--- src/rtl/leglite_pkg.sv ---
// Shared constants and enumerations for the LEGLite multicycle control path.
package leglite_pkg;

    // Opcode map
    localparam int unsigned OP_ADD  = 0;
    localparam int unsigned OP_SUB  = 1;
    localparam int unsigned OP_SLT  = 2;
    localparam int unsigned OP_LW   = 3;
    localparam int unsigned OP_SW   = 4;
    localparam int unsigned OP_BEQ  = 5;
    localparam int unsigned OP_ADDI = 6;
    localparam int unsigned OP_ANDI = 7;

    // ALU select encodings
    localparam int unsigned ALU_ADD = 0;
    localparam int unsigned ALU_SUB = 1;
    localparam int unsigned ALU_SLT = 2;
    localparam int unsigned ALU_AND = 3;

    // Controller sequencing states
    typedef enum logic [2:0] {
        IDLE,
        FETCH,
        DECODE,
        EXEC,
        MEM,
        WB
    } ctl_state_t;

    // Instruction classes that steer the state sequence
    typedef enum logic [2:0] {
        CLS_R,
        CLS_LW,
        CLS_SW,
        CLS_BEQ,
        CLS_IMM,
        CLS_ILL
    } instr_class_t;

endpackage

--- src/rtl/control_decode.sv ---
// Combinational opcode decode: instruction class plus per-class datapath fields.
module control_decode
    import leglite_pkg::*;
#(
    parameter int unsigned OPCODE_W  = 3,
    parameter int unsigned ALU_SEL_W = 3
) (
    input  logic [OPCODE_W-1:0]  op_i,
    output instr_class_t         cls_o,
    output logic [ALU_SEL_W-1:0] alu_select_o,
    output logic                 alusrc_o,
    output logic                 regdst_o,
    output logic                 memtoreg_o
);

    // Opcode to class/field lookup; anything unmapped is illegal
    always_comb begin
        cls_o        = CLS_ILL;
        alu_select_o = ALU_SEL_W'(ALU_ADD);
        alusrc_o     = 1'b0;
        regdst_o     = 1'b0;
        memtoreg_o   = 1'b0;
        case (op_i)
            OPCODE_W'(OP_ADD): begin
                cls_o    = CLS_R;
                regdst_o = 1'b1;
            end
            OPCODE_W'(OP_SUB): begin
                cls_o        = CLS_R;
                regdst_o     = 1'b1;
                alu_select_o = ALU_SEL_W'(ALU_SUB);
            end
            OPCODE_W'(OP_SLT): begin
                cls_o        = CLS_R;
                regdst_o     = 1'b1;
                alu_select_o = ALU_SEL_W'(ALU_SLT);
            end
            OPCODE_W'(OP_LW): begin
                cls_o      = CLS_LW;
                alusrc_o   = 1'b1;
                memtoreg_o = 1'b1;
            end
            OPCODE_W'(OP_SW): begin
                cls_o    = CLS_SW;
                alusrc_o = 1'b1;
            end
            OPCODE_W'(OP_BEQ): begin
                cls_o        = CLS_BEQ;
                alu_select_o = ALU_SEL_W'(ALU_SUB);
            end
            OPCODE_W'(OP_ADDI): begin
                cls_o    = CLS_IMM;
                alusrc_o = 1'b1;
            end
            OPCODE_W'(OP_ANDI): begin
                cls_o        = CLS_IMM;
                alusrc_o     = 1'b1;
                alu_select_o = ALU_SEL_W'(ALU_AND);
            end
            default: ;
        endcase
    end

endmodule

--- src/rtl/multicycle_control.sv ---
// LEGLite multicycle controller: sequences each instruction through
// FETCH/DECODE/EXEC/MEM/WB, stalls on mem_ready and counts retired instructions.
module multicycle_control
    import leglite_pkg::*;
#(
    parameter int unsigned OPCODE_W  = 3,
    parameter int unsigned ALU_SEL_W = 3,
    parameter int unsigned CNT_W     = 16
) (
    input  logic                 clock,
    input  logic                 reset_n,
    input  logic                 run,
    input  logic [OPCODE_W-1:0]  opcode,
    input  logic                 mem_ready,
    output logic                 pc_write,
    output logic                 ir_write,
    output logic                 branch,
    output logic                 memread,
    output logic                 memwrite,
    output logic                 memtoreg,
    output logic                 regdst,
    output logic                 regwrite,
    output logic                 alusrc,
    output logic [ALU_SEL_W-1:0] alu_select,
    output logic                 busy,
    output logic                 instr_done,
    output logic                 illegal,
    output logic [CNT_W-1:0]     retired
);

    ctl_state_t            state_q, state_d;
    logic [OPCODE_W-1:0]   op_q, op_d;

    instr_class_t          dec_cls;
    logic [ALU_SEL_W-1:0]  dec_alu;
    logic                  dec_alusrc;
    logic                  dec_regdst;
    logic                  dec_memtoreg;

    // Registered Moore outputs and their next values
    logic                  memread_q,  memread_d;
    logic                  memwrite_q, memwrite_d;
    logic                  branch_q,   branch_d;
    logic                  memtoreg_q, memtoreg_d;
    logic                  regdst_q,   regdst_d;
    logic                  regwrite_q, regwrite_d;
    logic                  alusrc_q,   alusrc_d;
    logic [ALU_SEL_W-1:0]  alu_q,      alu_d;
    logic                  busy_q,     busy_d;
    logic                  done_q,     done_d;
    logic                  fetch_q,    fetch_d;
    logic                  sw_mem_q,   sw_mem_d;
    logic                  illegal_q,  illegal_d;
    logic [CNT_W-1:0]      retired_q,  retired_d;

    logic                  done_pulse;
    logic                  retire_inc;
    ctl_state_t            end_state;

    control_decode #(
        .OPCODE_W  (OPCODE_W),
        .ALU_SEL_W (ALU_SEL_W)
    ) u_decode (
        .op_i         (op_d),
        .cls_o        (dec_cls),
        .alu_select_o (dec_alu),
        .alusrc_o     (dec_alusrc),
        .regdst_o     (dec_regdst),
        .memtoreg_o   (dec_memtoreg)
    );

    assign end_state = run ? FETCH : IDLE;

    // Opcode capture: op is only loaded during DECODE
    always_comb begin
        op_d = op_q;
        if (state_q == DECODE) begin
            op_d = opcode;
        end
    end

    // Next-state sequencing
    always_comb begin
        state_d = state_q;
        case (state_q)
            IDLE:   if (run) state_d = FETCH;
            FETCH:  if (mem_ready) state_d = DECODE;
            DECODE: state_d = EXEC;
            EXEC: begin
                case (dec_cls)
                    CLS_R, CLS_IMM:  state_d = WB;
                    CLS_LW, CLS_SW:  state_d = MEM;
                    default:         state_d = end_state;
                endcase
            end
            MEM: begin
                if (mem_ready) begin
                    state_d = (dec_cls == CLS_LW) ? WB : end_state;
                end
            end
            WB:      state_d = end_state;
            default: state_d = IDLE;
        endcase
    end

    // Output decode for the upcoming state, registered below
    always_comb begin
        memread_d  = 1'b0;
        memwrite_d = 1'b0;
        branch_d   = 1'b0;
        memtoreg_d = 1'b0;
        regdst_d   = 1'b0;
        regwrite_d = 1'b0;
        alusrc_d   = 1'b0;
        alu_d      = '0;
        done_d     = 1'b0;
        fetch_d    = 1'b0;
        sw_mem_d   = 1'b0;
        busy_d     = (state_d != IDLE);
        illegal_d  = illegal_q;
        case (state_d)
            FETCH: begin
                memread_d = 1'b1;
                fetch_d   = 1'b1;
            end
            EXEC: begin
                if (dec_cls == CLS_ILL) begin
                    done_d    = 1'b1;
                    illegal_d = 1'b1;
                end else begin
                    alusrc_d = dec_alusrc;
                    alu_d    = dec_alu;
                    if (dec_cls == CLS_BEQ) begin
                        branch_d = 1'b1;
                        done_d   = 1'b1;
                    end
                end
            end
            MEM: begin
                if (dec_cls == CLS_LW) begin
                    memread_d = 1'b1;
                end else begin
                    memwrite_d = 1'b1;
                    sw_mem_d   = 1'b1;
                end
            end
            WB: begin
                regwrite_d = 1'b1;
                regdst_d   = dec_regdst;
                memtoreg_d = dec_memtoreg;
                done_d     = 1'b1;
            end
            default: ;
        endcase
    end

    // Completion pulse; an illegal opcode completes but is not retired
    assign done_pulse = done_q | (sw_mem_q & mem_ready);
    assign retire_inc = done_pulse & ~((state_q == EXEC) && (dec_cls == CLS_ILL));
    assign retired_d  = retire_inc ? retired_q + CNT_W'(1) : retired_q;

    // State and opcode registers
    always_ff @(posedge clock or negedge reset_n) begin
        if (!reset_n) begin
            state_q <= IDLE;
            op_q    <= '0;
        end else begin
            state_q <= state_d;
            op_q    <= op_d;
        end
    end

    // Output, sticky-flag and counter registers
    always_ff @(posedge clock or negedge reset_n) begin
        if (!reset_n) begin
            memread_q  <= 1'b0;
            memwrite_q <= 1'b0;
            branch_q   <= 1'b0;
            memtoreg_q <= 1'b0;
            regdst_q   <= 1'b0;
            regwrite_q <= 1'b0;
            alusrc_q   <= 1'b0;
            alu_q      <= '0;
            busy_q     <= 1'b0;
            done_q     <= 1'b0;
            fetch_q    <= 1'b0;
            sw_mem_q   <= 1'b0;
            illegal_q  <= 1'b0;
            retired_q  <= '0;
        end else begin
            memread_q  <= memread_d;
            memwrite_q <= memwrite_d;
            branch_q   <= branch_d;
            memtoreg_q <= memtoreg_d;
            regdst_q   <= regdst_d;
            regwrite_q <= regwrite_d;
            alusrc_q   <= alusrc_d;
            alu_q      <= alu_d;
            busy_q     <= busy_d;
            done_q     <= done_d;
            fetch_q    <= fetch_d;
            sw_mem_q   <= sw_mem_d;
            illegal_q  <= illegal_d;
            retired_q  <= retired_d;
        end
    end

    // IR load and PC update coincide with the completing fetch read
    assign ir_write   = fetch_q & mem_ready;
    assign pc_write   = fetch_q & mem_ready;
    assign memread    = memread_q;
    assign memwrite   = memwrite_q;
    assign branch     = branch_q;
    assign memtoreg   = memtoreg_q;
    assign regdst     = regdst_q;
    assign regwrite   = regwrite_q;
    assign alusrc     = alusrc_q;
    assign alu_select = alu_q;
    assign busy       = busy_q;
    assign instr_done = done_pulse;
    assign illegal    = illegal_q;
    assign retired    = retired_q;

endmodule

--- config.mk ---
export PLATFORM = sky130hd
export DESIGN_NAME = multicycle_control
export DESIGN_NICKNAME = d
export VERILOG_FILES = /design/src/rtl/leglite_pkg.sv /design/src/rtl/control_decode.sv /design/src/rtl/multicycle_control.sv
export SDC_FILE = /design/constraint.sdc
export NUM_CORES = 1
export LEC_CHECK = 0
export CORE_UTILIZATION = 40
export CTS_CLUSTER_DIAMETER = 100
export DETAILED_ROUTE_END_ITERATION = 12
export DONT_BUFFER_PORTS = 1
export PLACE_DENSITY = 0.54
export SYNTH_ARGS = -nofsm -noshare
export SYNTH_HDL_FRONTEND = slang
export SYNTH_SLANG_ARGS = --single-unit
--- constraint.sdc ---
create_clock -name clock -period 2.2 [get_ports clock]
set_input_delay 0.44 -clock clock [delete_from_list [all_inputs] [get_ports clock]]
set_output_delay 0.44 -clock clock [all_outputs]
set_load 0.01 [all_outputs]
==> flow_summary_export.csv <==
group,metric,value,unit
die,die_y,65.8,um
timing,setup_viol,0,
global_route,grt_overflow,0,
synthesis,ys_ff_latch,35,
cts,cts_resized,0,
worst_setup_path,start_kind,"flip-flop",
finish,mostFrequentLayoutCell,"dfrtp_1",
finish,nets,162,
detailed_routing,drt-initial-drc-count,34,
worst_setup_path,r2r-start,"state_q[1]",
synthesis,syn_area,1630,um^2
placement,portBuffers,0,
cts,cts_tree,"yes",
synthesis,ys_dominant_reg_cell,"dfrtp_1",
finish,layout-drive-gt1-share,0.142,
detailed_routing,routed_via_density,5.33,
timing,min_period_over_period,0.739,
synthesis,synth_edf_count,0,
die,row_count,22,
cts,root_buffer,"clkbuf_8",
worst_setup_path,required,2.37,ns
cts,cts_setup_buffers,0,
detailed_routing,drc,0,
worst_setup_path,crit_fanout,11,
worst_setup_path,arrival,1.80,ns
worst_setup_path,r2r_cells,4,
finish,fillers,336,
timing,max_freq,615,MHz
worst_setup_path,r2r-end,"memread",
placement,hpwl,2140,um
timing,rsz0062_at_grt,"no",
cts,insertion_delay,0.28,ns
synthesis,avgSynthCellArea,10.9,um^2
die,initial_core_util,0.432,
hold_path,hold_end,"alu_select[0]",
synthesis,seq_area_frac_synth,0.538,
placement,gp_congestion,0.766,
finish,area_growth,10.2,%
timing,fin_skew,0.00382,ns
finish,antenna_cells,0,
synthesis,yosysUniqueCellTypes,41,
detailed_routing,wl_per_cell,14.6,um
cts,cts.clk_slew.worst_paths,0.07,ns
worst_setup_path,endpoint_kind,"flip-flop",
pwr,p_per_area,1210,nW/um^2
timing,fin_setup_tns,0,ns
placement,place_ws,0.622,ns
detailed_routing,routed_wirelength,2970,um
cts,cts_made_buffers,5,
flow_run,drv_cap,0,
global_route,grt_pass1_vias,1065,
cts,cts_max_level,2,
pwr,p_leak,0.832,nW
finish,final_cell_mix,"dfrtp_1 (35), nand2_1 (21), nor2_1 (10), xnor2_1 (10), clkbuf_8 (7)",
worst_setup_path,critPathKind,"reg2reg",
detailed_routing,drt-pass1-iter-count,3,
global_route,grt_usage,0.161,
global_route,antenna_found_initial,0,
global_route,grt_max_degree,36,
cts,cts_buffer_depth,2,
timing,whs,0.239,ns
die,io_pins,38,
timing,setup_ws,0.575,ns
global_route,grt_pass1_wl,5080,um
timing,fin_crit,1.62,ns
cts,postCtsHoldBufs,2,
die,dieArea,4330,um^2
die,die_w,65.8,um
worst_setup_path,r2r_slack,0.58,ns
detailed_routing,antenna_left,0,
detailed_routing,dr_total_vias,1081,
synthesis,synth-async-reset-ratio,1.00,
die,coreArea,3770,um^2
synthesis,postSynthCellCount,149,
synthesis,yosys_warnings,0,
synthesis,syn_nets,157,
hold_path,holdPathStages,1,
hold_path,holdCritPathClass,"in2reg",
timing,drv_slew,0,
hold_path,worstHoldStart,"opcode[1]",
cts,clock-sinks,35,
timing,hold_viol_final,0,
pwr,ir_worst_vdd,0.507,mV
run_status,outcome,"finished clean",
[power breakdown]
group          leakage, nW  switching [mW]  total (mW)  internal [mW]
Combinational        0.326           0.337       0.622          0.285
Sequential           0.455           0.240        1.04          0.801
Clock               0.0515           0.224       0.510          0.286
[cell families after synthesis]
| kind of cell | synth area share |
|---|---|
| adder cells (fa/ha/maj) | 0.00768 |
| buffers and inverters | 0.0346 |
| AO/OA/AOI/OAI | 0.0952 |
| XOR/XNOR | 0.0860 |
| other | 0.00230 |
| AND/OR/NAND/NOR | 0.237 |
| flip-flops | 0.538 |
[registers in the layout, summed over array words and instances (netlist names)]
name        count
memtoreg        1
regwrite        1
alusrc          1
state_q         3
busy            1
done_q          1
regdst          1
sw_mem_q        1
alu_select      2
illegal         1
retired        16
branch          1
memread         1
op_q            3
fetch_q         1
[cell type report]
class,instances,area [um^2],area share
flip-flops and latches,35,876,0.488
multi-input cells,103,697,0.388
clock buffers,8,100,0.0557
well taps,48,60.1,0.0334
repair buffers,3,37.5,0.0209
inverters,6,25.0,0.0139
[cells in the mapped netlist (2+ instances only)]
master	count	share of area
xor2_1	6	0.032
a211oi_1	2	0.0092
inv_1	4	0.0092
nor4_2	2	0.015
and3_1	3	0.012
and2_1	3	0.012
nand3_1	5	0.015
nor2_1	10	0.023
a31oi_1	2	0.0077
nand2_1	21	0.048
nand3b_1	4	0.018
o21ai_0	6	0.018
a21oi_1	3	0.0092
xnor2_1	10	0.054
dfrtp_1	35	0.54
nor3_1	6	0.018
buf_4	3	0.014
[worst max path at each step]
stage                     startpoint  endpoint  depth (start not counted)
after floorplan              op_q[2]   memread                          4
after detailed placement  state_q[1]   memread                          4
after global routing         op_q[2]    regdst                          4
after CTS                 state_q[1]   memread                          4
after global placement    state_q[1]    done_q                          4
final                     state_q[1]   memread                          4
[metrics by stage]
stage | std cells | cell area [um^2] | total power, mW | util
floorplan | 149 | 1630 | 1.54 | -
global placement | 193 | 1670 | 1.65 | 0.442
detailed placement | 193 | 1670 | 1.66 | 0.442
CTS | 203 | 1800 | 2.20 | 0.476
global route | 203 | 1800 | 2.32 | 0.476
finish | 203 | 1800 | 2.17 | 0.476
[worst max-delay path: stages, from the launching register on]
cell	delay, ns
dfrtp_1	0.58
nand4bb_1	0.21
o22ai_1	0.13
or3_4	0.38
a22o_1	0.22
[per-layer routing]
| layer | vias up | global-route usage | share of wire |
|---|---|---|---|
| li1 | 510 | - | - |
| met1 | 539 | 0.183 | 0.44 |
| met2 | 26 | 0.254 | 0.48 |
| met3 | 6 | 0.0690 | 0.060 |
| met4 | 0 | 0.0870 | 0.019 |
| met5 | - | 0 | 0 |
Power figures use the tool's default switching activity.
